<file path="src/rtl/jtframe_rom_arbn.sv">
// jtframe_rom_arbn: N-slot ROM arbiter with a 32-bit cache line per slot feeding one SDRAM read port.
// Define JTFRAME_ROM_RR_EN for round-robin grants; fixed lowest-index priority otherwise.
module jtframe_rom_arbn #(
  parameter int SLOTS = 4,
  parameter int AW = 22,
  parameter logic [SLOTS*22-1:0] OFFSETS = '0,
  parameter logic [SLOTS-1:0] DW16 = '0
) (
  input  logic                  clk,
  input  logic                  rst,
  input  logic                  downloading,
  input  logic [SLOTS-1:0]      slot_cs,
  input  logic [SLOTS*AW-1:0]   slot_addr,
  output logic [SLOTS-1:0]      slot_ok,
  output logic [SLOTS*16-1:0]   slot_dout,
  output logic                  sdram_req,
  output logic [21:0]           sdram_addr,
  input  logic                  sdram_ack,
  input  logic                  data_rdy,
  input  logic [31:0]           data_read,
  output logic                  refresh_en
);
  localparam int GW = SLOTS > 1 ? $clog2(SLOTS) : 1;
`ifdef JTFRAME_ROM_RR_EN
  localparam logic [GW-1:0] GNT_RST = GW'(SLOTS-1);
`else
  localparam logic [GW-1:0] GNT_RST = '0;
`endif
  typedef enum logic [1:0] {IDLE, REQ, WAIT} state_t;
  state_t r_state, w_next;
  logic [SLOTS-1:0] r_valid, w_hit, w_cand;
  logic [31:0]      r_line [SLOTS];
  logic [AW-2:0]    r_tag  [SLOTS];
  logic [AW-2:0]    w_tag  [SLOTS];
  logic [21:0]      w_addr [SLOTS];
  logic [AW-2:0]    r_gtag;
  logic [GW-1:0]    r_gnt, w_gnt;
  logic             r_req, w_any;
  logic [21:0]      r_addr;

  genvar i;
  generate
    for (i = 0; i < SLOTS; i++) begin : g_slot
      logic [AW-1:0] w_a;
      assign w_a = slot_addr[i*AW +: AW];
      // tags are the line index: 16-bit slots hold two words, 8-bit slots four bytes
      assign w_tag[i]  = DW16[i] ? w_a[AW-1:1] : {1'b0, w_a[AW-1:2]};
      assign w_addr[i] = OFFSETS[22*i +: 22] + {21'(w_tag[i]), 1'b0};
      assign w_hit[i]  = slot_cs[i] & r_valid[i] & (r_tag[i] == w_tag[i]);
      assign slot_dout[16*i +: 16] = DW16[i] ? (w_a[0] ? r_line[i][31:16] : r_line[i][15:0])
                                             : {8'h00, r_line[i][{w_a[1:0], 3'b000} +: 8]};
    end
  endgenerate

  assign slot_ok    = w_hit;
  assign w_cand     = slot_cs & ~w_hit;
  assign w_any      = |w_cand;
  assign sdram_req  = r_req;
  assign sdram_addr = r_addr;
  assign refresh_en = (r_state == IDLE) & ~r_req;

  always_comb begin
    w_gnt = '0;
    for (int k = SLOTS-1; k >= 0; k--) begin
`ifdef JTFRAME_ROM_RR_EN
      if (w_cand[(int'(r_gnt) + 1 + k) % SLOTS]) w_gnt = GW'((int'(r_gnt) + 1 + k) % SLOTS);
`else
      if (w_cand[k]) w_gnt = GW'(k);
`endif
    end
  end

  always_comb begin
    w_next = downloading ? IDLE :
             (r_state == IDLE && w_any)     ? REQ  :
             (r_state == REQ  && sdram_ack) ? WAIT :
             (r_state == WAIT && data_rdy)  ? IDLE : r_state;
  end

  always_ff @(posedge clk) begin
    if (rst) begin
      r_state <= IDLE;
      r_req   <= 1'b0;
      r_addr  <= '0;
      r_valid <= '0;
      r_gnt   <= GNT_RST;
      r_gtag  <= '0;
      for (int k = 0; k < SLOTS; k++) begin
        r_line[k] <= '0;
        r_tag[k]  <= '0;
      end
    end else begin
      r_state <= w_next;
      if (downloading) begin
        r_req   <= 1'b0;
        r_valid <= '0;
      end else begin
        if (r_state == IDLE && w_any) begin
          r_req  <= 1'b1;
          r_gnt  <= w_gnt;
          r_addr <= w_addr[w_gnt];
          r_gtag <= w_tag[w_gnt];
        end
        if (r_state == REQ && sdram_ack) r_req <= 1'b0;
        if (r_state == WAIT && data_rdy) begin
          r_line[r_gnt]  <= data_read;
          r_tag[r_gnt]   <= r_gtag;
          r_valid[r_gnt] <= 1'b1;
        end
      end
    end
  end
endmodule

</file>
<file path="config.mk">
export PLATFORM = sky130hd
export DESIGN_NAME = jtframe_rom_arbn
export DESIGN_NICKNAME = d
export VERILOG_FILES = /design/src/rtl/jtframe_rom_arbn.sv
export SDC_FILE = /design/constraint.sdc
export NUM_CORES = 1
export LEC_CHECK = 0
export CAP_MARGIN = 20
export CORE_MARGIN = 8
export CORE_UTILIZATION = 50
export DETAILED_ROUTE_END_ITERATION = 16
export GPL_ROUTABILITY_DRIVEN = 0
export PLACE_DENSITY = 0.82
export SLEW_MARGIN = 20
export SYNTH_ARGS = -nofsm -noshare
export SYNTH_HDL_FRONTEND = slang
export SYNTH_SLANG_ARGS = --single-unit
</file>
<file path="constraint.sdc">
create_clock -name clk -period 7.4 [get_ports clk]
set_clock_uncertainty 0.15 [all_clocks]
set_input_delay 1.48 -clock clk [delete_from_list [all_inputs] [get_ports clk]]
set_output_delay 1.48 -clock clk [all_outputs]
set_load 0.05 [all_outputs]
</file>
==> flow_summary.json <==
{
  "status": "complete, no violations",
  "cp-end-kind": "output port",
  "period_needed_ps": 5770,
  "fin_setup_tns_ps": 0,
  "yosysWarnings": 0,
  "synth.most_common_cell": "edfxtp_1",
  "dr.pass1.iters": 6,
  "via_count": 7891,
  "synth-seq-cells": 237,
  "worstPathRequired_ps": 5770,
  "r2r_cells": 8,
  "seq_area_frac_synth_pct": 61.6,
  "final_nets": 1202,
  "vias_per_cell": 5.74,
  "ys.flop_type": "edfxtp_1",
  "grt_max_degree": 55,
  "multi_input_area_um2": 3760,
  "io_buffers": 186,
  "hold_path_depth": 2,
  "ir_drop_uv": 130,
  "ys_types": 51,
  "cts_sinks": 237,
  "area_growth_pct": 25.8,
  "synth_area_um2": 11100,
  "synth_top_area_share_pct": 56.4,
  "drv_cap": 0,
  "initial_core_util_pct": 50.8,
  "hold_violations": 0,
  "core_um2": 21800,
  "cts-hold-fix-buffers": 0,
  "drive_gt1_share_pct": 8.62,
  "drcViolationCount": 0,
  "first_iter_violations": 861,
  "cp.arrival_ps": 4140,
  "holdWs_ps": 312,
  "wl_per_cell_um": 23.0,
  "clock_path_buffers": 3,
  "ios": 221,
  "cts-root-buf": "clkbuf_16",
  "cp_max_fo": 2,
  "grt_first_pass_wirelength_mm": 46.0,
  "die_h_um": 165,
  "grt_overflow": 0,
  "cts_buffers": 23,
  "dp.cells": 1328,
  "cts_tree": "done",
  "num_rows": 54,
  "postCtsSetupBuffers": 0,
  "worstMarginPinSlew_ps": 1080,
  "clock.fmax_mhz": 173,
  "clkSlewWorstSetupHoldPaths_ps": 70,
  "synth_top_area_cell": "edfxtp_1",
  "synth_edf_count": 208,
  "min_period_over_period_pct": 78.0,
  "yosys-top-cells-area": "edfxtp_1 56%, mux4_2 6.5%, nor2_1 6.1%",
  "dp_hpwl_mm": 22.4,
  "p_leak_nw": 5.19,
  "totalWireLength_mm": 31.7,
  "stdcell_count": 1375,
  "fin_ws_ps": 1630,
  "hold_path_class": "register to register",
  "rsz0062_at_grt": "false",
  "nFillCells": 1587,
  "first_global_vias": 7858,
  "die_w_um": 165,
  "setup_viol": 0,
  "maxSlewHeadroom_pct": 27.8,
  "final_antenna_net_count": 0,
  "seq_area_um2": 6830,
  "clock_latency_ps": 520,
  "synth.avg_cell_area_um2": 12.4,
  "synthArstFlopShare_pct": 0,
  "grt_util_all_layers_pct": 22.6,
  "cts.htree.levels": 1,
  "power.total_mw": 3.24,
  "power.density_nw_per_um2": 233,
  "grt_antenna_before_repair": 5,
  "ys_top_cells_by_count": "208 x edfxtp_1, 179 x nor2_1, 64 x inv_1",
  "setup.worst_path.class": "primary input to output port",
  "die-area_um2": 27200,
  "pre_cts_ws_ps": 1690,
  "cts_resized": 0,
  "start_kind": "primary input",
  "slew_viol_final": 0,
  "synthCells": 897
}
-- per-layer routing --
layer	share of wire, %	routed length (um)	vias up	GRT usage (%)
met4	4.0	1260	2	9.46
li1	-	-	3482	-
met2	48	15300	506	36.9
met3	11	3430	94	4.71
met5	0.041	13	-	0
met1	37	11700	3807	29.0
-- stage by stage --
step	cell area, um2	utilization [%]
after detailed placement	13100	60.1
final	13900	63.9
after floorplan	11200	-
after global routing	13900	63.9
after global placement	13100	60.1
after CTS	13900	63.8
-- critical path, stage by stage --
cell	delay, ps
clkdlybuf4s50_1	450
xnor2_1	480
nand3b_1	130
or4_1	490
nor3_1	240
clkdlybuf4s50_1	870
-- cells by family after synthesis --
kind of cell / count (synthesis) / synth area share (%)
AOI/OAI and AO/OA: 72 / 5.59
xor gates and xnor gates: 69 / 5.45
buffers and inverters: 143 / 6.14
DFF: 237 / 61.6
muxes: 55 / 8.58
other: 1 / 0.0338
and+or+nand+nor: 320 / 12.6
-- layout by cell type (no fill, tap or decap), drive strengths merged, types with 20 or more instances in the layout --
master           n
dfxtp           29
xor2            20
clkbuf          25
edfxtp         208
xnor2           49
conb            34
inv             65
nor2           179
mux2i           23
clkdlybuf4s50  186
mux4            32
nand2           58
-- worst paths after layout --
path | from | to | slack (ps)
max reg2reg | r_tag[2][17]$_SDFFCE_PN0P_ | r_gtag[0]$_SDFFE_PP0P_ | 3660
min reg2reg | r_valid[2]$_SDFFE_PP0P_ | r_valid[2]$_SDFFE_PP0P_ | 310
max | slot_addr[63] | slot_ok[2] | 1630
min | r_valid[2]$_SDFFE_PP0P_ | r_valid[2]$_SDFFE_PP0P_ | 310
-- power by group --
group          internal (mW)  total, mW  switching (mW)
sequential              1.50       1.53          0.0252
clock                  0.750       1.26           0.513
combinational          0.172      0.454           0.281
total                   2.42       3.24           0.820
-- cell type report --
type | count | share of cell area [%]
Multi-Input combinational cell | 550 | 27.0
Antenna cell | 5 | 0.0898
Clock buffer | 25 | 4.18
Tap cell | 280 | 2.51
Inverter | 65 | 1.75
Timing Repair Buffer | 196 | 13.9
Clock inverter | 17 | 1.62
Sequential cell | 237 | 49.0
-- state kept, by name (all words and copies together) (netlist names) --
name,count
r_state,2
r_line,128
r_tag,80
r_valid,4
sdram_req,1
r_gnt,2
r_gtag,20
Note: power is estimated with default switching activity, not from simulation.
